$ cat config.mk
export PLATFORM = sky130hd
export DESIGN_NAME = demultiplexer_bus_8_hs
export DESIGN_NICKNAME = d
export VERILOG_FILES = /design/src/rtl/demultiplexer_bus_8_hs.sv
export SDC_FILE = /design/constraint.sdc
export NUM_CORES = 1
export LEC_CHECK = 0
export CAP_MARGIN = 30
export CORE_MARGIN = 2
export CORE_UTILIZATION = 43
export DETAILED_ROUTE_END_ITERATION = 10
export GPL_ROUTABILITY_DRIVEN = 0
export MAX_ROUTING_LAYER = met4
export PLACE_DENSITY_LB_ADDON = 0.08
export SLEW_MARGIN = 40
export SYNTH_ARGS = -nofsm -noshare
export SYNTH_HDL_FRONTEND = slang
export SYNTH_SLANG_ARGS = --single-unit
export TNS_END_PERCENT = 10
$ cat constraint.sdc
create_clock -name Clock -period 4 [get_ports Clock]
set_input_delay 1.2 -clock Clock [delete_from_list [all_inputs] [get_ports Clock]]
set_output_delay 1.2 -clock Clock [all_outputs]
set_load 0.01 [all_outputs]
$ cat src/rtl/demultiplexer_bus_8_hs.sv
`default_nettype none
// ============================================================================
// Module   : demultiplexer_bus_8_hs
// Brief    : Registered 1-to-8 bus demux, valid/ready on input and each output.
// Revision : 1.0 - initial release
// ============================================================================
module demultiplexer_bus_8_hs #(
  parameter int NrOfBits = 1
) (
  input  logic                Clock,
  input  logic                Reset_n,
  input  logic                Enable,
  input  logic                Flush,
  input  logic [NrOfBits-1:0] DemuxIn,
  input  logic [2:0]          Sel,
  input  logic                InValid,
  output logic                InReady,
  output logic [NrOfBits-1:0] DemuxOut_0,
  output logic [NrOfBits-1:0] DemuxOut_1,
  output logic [NrOfBits-1:0] DemuxOut_2,
  output logic [NrOfBits-1:0] DemuxOut_3,
  output logic [NrOfBits-1:0] DemuxOut_4,
  output logic [NrOfBits-1:0] DemuxOut_5,
  output logic [NrOfBits-1:0] DemuxOut_6,
  output logic [NrOfBits-1:0] DemuxOut_7,
  output logic [7:0]          OutValid,
  input  logic [7:0]          OutReady,
  output logic [2:0]          LastSel
);

  logic [NrOfBits-1:0] data_q [8];
  logic [NrOfBits-1:0] data_d [8];
  logic [7:0]          valid_q, valid_d;
  logic [2:0]          last_sel_q, last_sel_d;
  logic                accept;

  // A full slot can still take a word when its consumer drains it this cycle.
  assign InReady = Reset_n & Enable & ~Flush & (~valid_q[Sel] | OutReady[Sel]);
  assign accept  = InValid & InReady;

  always_comb begin
    data_d     = data_q;
    valid_d    = valid_q & ~OutReady;
    last_sel_d = last_sel_q;
    if (Flush) begin
      valid_d = 8'h00;
    end else if (accept) begin
      data_d[Sel]  = DemuxIn;
      valid_d[Sel] = 1'b1;
      last_sel_d   = Sel;
    end
  end

  always_ff @(posedge Clock) begin
    if (!Reset_n) begin
      for (int k = 0; k < 8; k++) data_q[k] <= '0;
      valid_q    <= 8'h00;
      last_sel_q <= 3'b000;
    end else begin
      data_q     <= data_d;
      valid_q    <= valid_d;
      last_sel_q <= last_sel_d;
    end
  end

  assign DemuxOut_0 = data_q[0];
  assign DemuxOut_1 = data_q[1];
  assign DemuxOut_2 = data_q[2];
  assign DemuxOut_3 = data_q[3];
  assign DemuxOut_4 = data_q[4];
  assign DemuxOut_5 = data_q[5];
  assign DemuxOut_6 = data_q[6];
  assign DemuxOut_7 = data_q[7];
  assign OutValid   = valid_q;
  assign LastSel    = last_sel_q;

endmodule
`default_nettype wire

=== Yosys cells after proc, flatten, opt, wreduce, memory -nomap -nowiden ===
Cells that the tools add are included.

* Output and inout bits: 20
* Input port bits: 17
* Register bits: 19

* Bitwise gates (word level): 12
* $lt $le $gt $ge: 4
* Multiplexer cells: 10
* Reduce and logical (&&, ||, !) cells: 4

{| class="wikitable"
|+ Operators with widths
! operator !! count
|-
| $and 8x8->8 || 1
|-
| $bwmux 8 || 1
|-
| $mux 8 || 1
|-
| $not 8->8 || 1
|-
| $or 8x8->8 || 1
|-
| $bmux 1 s3 || 2
|-
| $demux 1 s3 || 2
|-
| $and 1x1->1 || 4
|-
| $ge 4x4->1 const B || 1
|-
| $lt 3x4->1 const B || 1
|-
| $lt 4x1->1 const B || 1
|-
| $mux 1 || 4
|-
| $not 3->4 || 1
|-
| $ge 3x1->1 const B || 1
|-
| $not 1->1 || 3
|-
| $logic_and 1x1->1 || 2
|-
| $reduce_and 2->1 || 1
|-
| $reduce_or 2->1 || 1
|-
| $or 1x1->1 || 1
|}

=== Depth between registers and ports, before layout ===
Gate-level depths: netlist (run 1).

* Word-level depth: 7
* Gate-level depth with buffers: 6
* Mapped depth without buffers: 5

=== Worst setup path before layout (run 1) ===
OpenSTA, ideal clock, no wires.

* Kind: input to output
* Start: input port Sel[2]
* End: output port InReady
* Data required time: 2.800 ns
* Stages: 5
* Path slack: 0.262 ns
* Buffers on the path: 0
* Arrival: 2.538 ns
* Cell sequence: and3_1 -> a311o_1 -> a211oi_4 -> nor3_1 -> nor3b_1

* Cells in the longest elaborated chain, start to end: 5
* Elaborated cells between the ends (all ways): 7
* Classes of those cells: mux (4); bitwise (3)

{| class="wikitable"
|+ RTL lines
! item !! RTL line !! source
|-
| start: declaration || 15 || <nowiki>input logic [2:0] Sel,</nowiki>
|-
| $bmux 1 s3 || 38 || <nowiki>assign InReady = Reset_n & Enable & ~Flush & (~valid_q[Sel] | OutReady[Sel]);</nowiki>
|-
| $mux 1 (not written as such) || 38 ||
|-
| $not 1->1 || 38 ||
|-
| $or 1x1->1 (*) || 38 ||
|-
| $and 1x1->1 (*) || 38 ||
|-
| end: declaration || 17 || <nowiki>output logic InReady,</nowiki>
|}

Mark *: on every way between the ends. The rest lies on a longest branch, timed or not. The select of a mux whose other input is x is not followed.

=== Worst setup path in the final report (run 1) ===
Same ends and word-level chain as after synthesis.

==> results of run 1 <==
flip-flops by register name, summed over array words and instances (netlist names):
name	cells
DemuxOut_0	1
DemuxOut_4	1
LastSel	3
DemuxOut_7	1
DemuxOut_3	1
DemuxOut_5	1
DemuxOut_6	1
OutValid	8
DemuxOut_2	1
DemuxOut_1	1
power by group:
group	switching (W)	internal, W
Sequential	0.000000806	0.000191
Clock	0.0000579	0.0000389
Combinational	0.0000324	0.0000373
cell families (layout without fill, tap and decap cells):
logic type,Yosys count,count (layout),share of synthesized area (%)
compound gates,26,26,19.82
buf+inv,8,60,4.671
flops,19,19,38.38
mux,15,15,15.40
simple gates,40,40,21.72
cells in the final DEF (no fill, tap or decap), types with 3 or more instances in the layout:
master	count
nor2_1	4
mux2i_1	13
clkdlybuf4s50_1	32
dlygate4sd2_1	3
nand2_1	12
nand2b_1	9
o31ai_1	5
nand3_1	3
inv_1	3
dfxtp_1	19
clkbuf_4	3
nor3_1	3
o2111ai_1	4
buf_4	17
a21oi_1	10
worst reg2reg max path: stages (launching register included):
cell and delay (ns):
dfxtp_1 0.36, or3b_2 0.46, a21oi_2 0.20, a211oi_4 0.05
buf_4 0.18, o31ai_1 0.44, mux2i_1 0.23
layout make-up:
| class | instances | share of cell area [%] |
|---|---|---|
| Multi-Input combinational cell | 81 | 38.07 |
| Inverter | 3 | 0.7481 |
| Tap cell | 28 | 2.328 |
| Clock buffer | 4 | 1.746 |
| Sequential cell | 19 | 25.27 |
| Timing Repair Buffer | 53 | 31.84 |
final timing paths:
path	cells after the start	end	startpoint	slack (ns)
setup reg to reg	6	DemuxOut_3	OutValid[2]	2.01
setup / recovery	7	InReady	Sel[2]	0.12
hold / removal	2	DemuxOut_3	DemuxOut_3	0.47
hold reg to reg	2	DemuxOut_3	DemuxOut_3	0.47
per-layer routing:
metal,GRT usage (%),up-vias
met3,2.586,5
li1,-,501
met1,28.47,461
met4,9.211,0
met2,33.76,34
met5,-,-
metrics by stage:
stage	hold WS, ns	TNS, ns	cell area [sq um]
2_1_floorplan	0.4828	0	991.0
6_report	0.4708	0	1505
3_5_place_dp	0.4518	-0.5171	1479
5_1_grt	0.4865	0	1505
3_3_place_gp	0.4482	-0.5277	1479
4_1_cts	0.4709	0	1511
repair_timing:
action,in CTS,in global routing
pin swaps,0,1
hold buffers,0,0
resized for setup,8,1
endpoints found under the setup margin,1,1
gates cloned,0,0
==> flow_metrics.py, run 1 <==
metrics = {
    "grt": {
        "globalRouteTotalUtil_pct": 21.71,
        "grt_pass1_wl_microns": 4250,
        "grt_start_max_net_pins": 15,
        "grt_antenna_before_repair": 0,
        "grt.overflow.total": 0,
        "grt_pass1_vias": 945,
    },
    "logic_synthesis": {
        "ys_seq_area_share_pct": 38.38,
        "synthCells": 108,
        "yosys.cell_types.count": 29,
        "synth_area_leaders": "dfxtp_1 38%, mux2i_1 13%, nand2b_1 5.7%",
        "ys_seq_elements": 19,
        "synth_most_common_cell": "dfxtp_1",
        "avgSynthCellArea_sq_um": 9.175,
        "synth_top_cell_by_area": "dfxtp_1",
        "synth_area_sq_um": 991.0,
        "synth_edf_count": 0,
        "async_flop_share_pct": 0,
        "yosys_warnings": 0,
        "ys.flop_type": "dfxtp_1",
        "synth_commonest_cells": "19 x dfxtp_1, 13 x mux2i_1, 12 x nand2_1, 11 x a21oi_1, 9 x nand2b_1",
        "synth_top_area_share_pct": 38.38,
        "syn-num-nets": 125,
    },
    "route": {
        "met1Wirelength_microns": 1187,
        "dr.pass1.iters": 4,
        "highest_layer": "met4",
        "via_per_inst": 5.324,
        "wl_met2_microns": 1213,
        "wl_per_cell_microns": 13.72,
        "routed-via-count": 1001,
        "routed_wl_microns": 2580,
        "drc": 0,
        "ant_nets": 0,
        "drtIter0Drc": 20,
        "wl_met3_microns": 139,
    },
    "placed_design": {
        "portBuffers": 36,
        "hpwl_microns": 2065,
        "place_ws_ns": -0.5171,
        "place_inst": 184,
    },
    "clock_tree": {
        "clock_latency_ns": 0.30,
        "cts_buffers": 3,
        "clk_pin_slew_ns": 0.10,
        "cts_root_buffer": "clkbuf_4",
        "cts_tree": "done",
        "clk_path_buf_depth": 2,
        "cts.sinks": 19,
        "post-cts-setup-buffer-count": 0,
        "h-tree-depth": 1,
    },
    "pwr": {
        "cellLeakagePower_nw": 0.6232,
        "ir_worst_vdd_uv": 215.2,
        "p_total_w": 0.0003579,
        "powerDensity_mw_per_mm2": 237.8,
    },
    "timing": {
        "relSlewSlack_pct": 65.33,
        "clock-skew-final_ns": 0.007512,
        "finalSetupViolations": 0,
        "max_freq_mhz": 257.7,
        "setup_ws_ns": 0.1202,
        "tightest_slew_ns": 0.5157,
        "drv_slew": 0,
        "fin_crit_ns": 3.880,
        "hold_viol": 0,
        "finalCritPeriodShare_pct": 96.99,
        "rsz0062_at_grt": "false",
    },
    "die": {
        "fp.dieW_microns": 52.01,
        "rows": 17,
        "start_util_pct": 45.23,
        "ios": 37,
        "fp.coreArea_sq_mm": 0.002191,
        "die_y_microns": 52.01,
        "dieArea_sq_mm": 0.002705,
    },
    "worst_setup_path": {
        "cp_max_fo": 6,
        "required_ns": 2.80,
        "slowest_stage": "a311o_1",
        "crit_path_cell_trace": "dlygate4sd2_1 -> and3_1 -> a311o_1 -> a211oi_4 -> nor3_1 -> nor3b_1 -> buf_2",
        "start_kind": "input pin",
        "crit_buf_inv": 2,
        "worstSetupEndpointType": "primary output",
        "crit_arrival_ns": 2.68,
        "slowest_delay_ns": 0.35,
        "cp_top_family": "compound AO/OA/AOI/OAI gates",
        "critPathKind": "in -> out",
    },
    "status": {
        "outcome": "complete, no violations",
    },
    "finish": {
        "register_area_sq_um": 380.4,
        "drive_gt1_share_pct": 18.13,
        "nets": 178,
        "area_growth_pct": 51.89,
        "fillers": 185,
        "fin_util_pct": 68.70,
        "antenna_cells": 0,
        "multi_input_area_sq_um": 573.1,
        "fin_cells": 188,
    },
    "job": {
        "cap_violations": 0,
    },
    "hold_path": {
        "worstHoldPathType": "reg -> reg",
    },
}
Note: power is estimated with default switching activity, not from simulation.
==> inputs of run 2 (changes only) <==
--- a/config.mk
+++ b/config.mk
@@ -5,13 +5,15 @@
 export SDC_FILE = /design/constraint.sdc
 export NUM_CORES = 1
 export LEC_CHECK = 0
+export ABC_AREA = 1
 export CAP_MARGIN = 30
 export CORE_MARGIN = 2
-export CORE_UTILIZATION = 43
+export CORE_UTILIZATION = 47
+export CTS_BUF_LIST = sky130_fd_sc_hd__clkbuf_2 sky130_fd_sc_hd__clkbuf_4 sky130_fd_sc_hd__clkbuf_8
 export DETAILED_ROUTE_END_ITERATION = 10
 export GPL_ROUTABILITY_DRIVEN = 0
 export MAX_ROUTING_LAYER = met4
-export PLACE_DENSITY_LB_ADDON = 0.08
+export PLACE_DENSITY = 0.88
 export SLEW_MARGIN = 40
 export SYNTH_ARGS = -nofsm -noshare
 export SYNTH_HDL_FRONTEND = slang
==> run 2 against run 1 <==
Wire length rose by 16%. Die area grew 2.1%. Sequential power about the same. Final area up 6.3%. Power grew 3.4%. Via count rose by 19%. Sequential share of layout area decreased by 1.5 points. Clock skew decreased by 0.0010 ns. Maximum frequency shrank 0.78%. Synthesized area grew 12%. Critical path type unchanged. Critical endpoint unchanged. Highest routed layer unchanged.
==> flow_metrics.py, run 2 <==
metrics = {
    "grt": {
        "use_met2_pct": 39.38,
        "met3_usage_pct": 3.429,
        "grt_pass1_vias": 1146,
        "grt.overflow.total": 0,
        "globalRouteTotalUtil_pct": 23.65,
        "grt_antenna_before_repair": 0,
        "grt_use_met1_pct": 29.96,
        "grt_start_max_net_pins": 13,
        "grt_pass1_wl_microns": 4795,
        "top_usage_layer": "met2",
    },
    "timing": {
        "fin_crit_ns": 3.910,
        "drv_slew": 0,
        "max_freq_mhz": 255.7,
        "hold_viol": 0,
        "tightest_slew_ns": 0.5262,
        "finalSetupViolations": 0,
        "relSlewSlack_pct": 64.81,
        "clock-skew-final_ns": 0.006498,
        "rsz0062_at_grt": "false",
        "finalCritPeriodShare_pct": 97.76,
    },
    "worst_setup_path": {
        "cp_max_fo": 6,
        "r2r_setup_slack_ns": 2.60,
        "slowest_delay_ns": 0.46,
        "slowest_stage": "clkdlybuf4s50_1",
        "critPathLaunch": "Sel[2]",
        "cp_top_family": "buffers and inverters",
        "required_ns": 2.80,
        "worstSetupEndpointType": "primary output",
        "crit_arrival_ns": 2.71,
        "crit_path_cell_trace": "clkdlybuf4s50_1 -> buf_4 -> nand4_1 -> o21ai_1 -> nor2_1 -> nand2_2 -> a21boi_0 -> dlygate4sd2_1",
        "critPathKind": "in -> out",
        "cp-endpoint": "InReady",
        "r2r_end": "DemuxOut_6",
        "reg2reg_depth": 9,
        "crit_buf_inv": 3,
        "cp_num_cells": 8,
        "reg2reg_from": "OutValid[7]",
        "start_kind": "input pin",
    },
    "clock_tree": {
        "cts_buffers": 3,
        "h-tree-depth": 1,
        "cts_tree": "done",
        "cts_root_buffer": "clkbuf_4",
        "clk_pin_slew_ns": 0.10,
        "clock_latency_ns": 0.29,
        "cts.sinks": 19,
        "post-cts-setup-buffer-count": 0,
        "clk_path_buf_depth": 2,
    },
    "placed_design": {
        "hpwl_microns": 2345,
        "placed_cell_area_sq_mm": 0.001570,
        "portBuffers": 36,
        "place_inst": 241,
    },
    "die": {
        "rows": 17,
        "fp.coreArea_sq_mm": 0.002212,
        "fp.dieW_microns": 52.54,
        "start_util_pct": 50.06,
        "ios": 37,
        "dieArea_sq_mm": 0.002760,
        "die_y_microns": 52.54,
    },
    "route": {
        "routed-via-count": 1194,
        "wl_per_cell_microns": 12.18,
        "routed_wl_microns": 2984,
        "drtIter0Drc": 31,
        "dr.pass1.iters": 4,
        "drc": 0,
        "ant_nets": 0,
        "via_per_inst": 4.873,
    },
    "logic_synthesis": {
        "avgSynthCellArea_sq_um": 6.552,
        "synth_top_area_share_pct": 34.35,
        "yosys.cell_types.count": 21,
        "synth_area_sq_mm": 0.001107,
        "synth_most_common_cell": "nand2_1",
        "synth_commonest_cells": "53 x nand2_1, 28 x nor2_1, 22 x inv_1, 19 x dfxtp_1",
        "synth_top_cell_by_area": "dfxtp_1",
        "syn-num-nets": 186,
        "synth_edf_count": 0,
        "ys.flop_type": "dfxtp_1",
        "async_flop_share_pct": 0,
        "ys_seq_elements": 19,
        "yosys_warnings": 0,
        "ys_seq_area_share_pct": 34.35,
        "synthCells": 169,
        "synth_area_leaders": "dfxtp_1 34%, nand2_1 18%, nor2_1 9.5%",
    },
    "finish": {
        "stdcell_area_sq_mm": 0.001600,
        "multi_input_area_sq_um": 584.3,
        "drive_gt1_share_pct": 17.05,
        "nets": 235,
        "fillers": 194,
        "area_growth_pct": 44.52,
        "register_area_sq_um": 380.4,
        "fin_cells": 245,
        "layout_common_cells": "53 x nand2_1, 33 x clkdlybuf4s50_1, 28 x nor2_1",
        "antenna_cells": 0,
        "largest_register_ffs": 8,
        "final_common_cell": "nand2_1",
    },
    "pwr": {
        "ir_worst_vdd_uv": 185.5,
        "cellLeakagePower_nw": 0.8945,
        "powerDensity_mw_per_mm2": 231.2,
    },
    "job": {
        "cap_violations": 0,
    },
    "hold_path": {
        "worstHoldPathType": "reg -> reg",
    },
    "status": {
        "outcome": "complete, no violations",
    },
}
==> run 2: area by class of cell <==
cell class | instances | share of cell area (%)
well taps | 28 | 2.189
repair buffers | 51 | 29.55
inverters | 26 | 6.099
multi-input cells | 117 | 36.51
clock buffers | 4 | 1.876
flip-flops and latches | 19 | 23.77
==> run 2: how the worst min path moves through the flow <==
stage	depth (start not counted)	endpoint	start	slack [ns]
4_1_cts	2	OutValid[5]	OutValid[5]	0.50
2_1_floorplan	2	OutValid[0]	OutValid[0]	0.50
6_report	2	OutValid[5]	OutValid[5]	0.50
3_5_place_dp	2	OutValid[5]	OutValid[5]	0.49
5_1_grt	2	OutValid[5]	OutValid[5]	0.53
3_3_place_gp	2	OutValid[0]	OutValid[0]	0.48
==> run 2: per-stage QoR <==
| step | hold WS (ns) | setup slack (ns) | TNS, ns | utilization [%] | total power, W |
|---|---|---|---|---|---|
| 6_report | 0.5004 | 0.08960 | 0 | 72.34 | 0.0003700 |
| 2_1_floorplan | 0.4987 | 0.6983 | 0 | - | 0.0002327 |
| 3_3_place_gp | 0.4798 | -0.1827 | -0.1827 | 70.98 | 0.0002670 |
| 5_1_grt | 0.5282 | 0.006637 | 0 | 72.34 | 0.0003864 |
| 3_5_place_dp | 0.4889 | -0.3012 | -0.3012 | 70.98 | 0.0002699 |
| 4_1_cts | 0.5038 | 0.06782 | 0 | 72.23 | 0.0003726 |
==> run 2: kinds of logic (layout without fill, tap and decap cells) <==
group | count (synthesis) | count (layout) | share of synthesized area, %
buffers and inverters | 33 | 81 | 12.88
and+or+nand+nor | 106 | 106 | 47.57
AOI/OAI and AO/OA | 11 | 11 | 5.198
DFF | 19 | 19 | 34.35
==> run 2: worst reg2reg max path: stages (launching register included) <==
cell and delay [ns]:
dfxtp_1 0.35, nand4_1 0.11, o21ai_1 0.08, nor2_1 0.11, nand2_2 0.06, buf_4 0.15
nand2_8 0.11, nand4_2 0.14, nor2_1 0.14, nor2_1 0.06
==> run 2: where the power goes <==
| part | switching (W) | total (W) | leakage [nW] | internal (W) |
|---|---|---|---|---|
| registers | 0.000000928 | 0.000192 | 0.153 | 0.000191 |
| logic | 0.0000389 | 0.0000742 | 0.723 | 0.0000353 |
| clock network | 0.0000583 | 0.000104 | 0.0184 | 0.0000456 |
==> run 2: routing by layer <==
metal  wire, microns  up-vias
li1                -      619
met1            1422      542
met2            1426       29
met3             106        4
met4              28        0
met5               0        -
==> run 2: timing repair <==
| action | 4_1_cts | 5_1_grt |
|---|---|---|
| endpoints found under the setup margin | 1 | 1 |
| hold buffers | 0 | 0 |
| pin swaps | 0 | 0 |
| gates resized for setup | 2 | 1 |
==> inputs of run 3 (changes only) <==
--- a/config.mk
+++ b/config.mk
@@ -10,6 +10,7 @@
 export CORE_MARGIN = 2
 export CORE_UTILIZATION = 47
 export CTS_BUF_LIST = sky130_fd_sc_hd__clkbuf_2 sky130_fd_sc_hd__clkbuf_4 sky130_fd_sc_hd__clkbuf_8
+export CTS_CLUSTER_SIZE = 10
 export DETAILED_ROUTE_END_ITERATION = 10
 export GPL_ROUTABILITY_DRIVEN = 0
 export MAX_ROUTING_LAYER = met4
==> results of run 3 <==
Same layout as run 2: the final DEF is identical, and so are final timing and power.
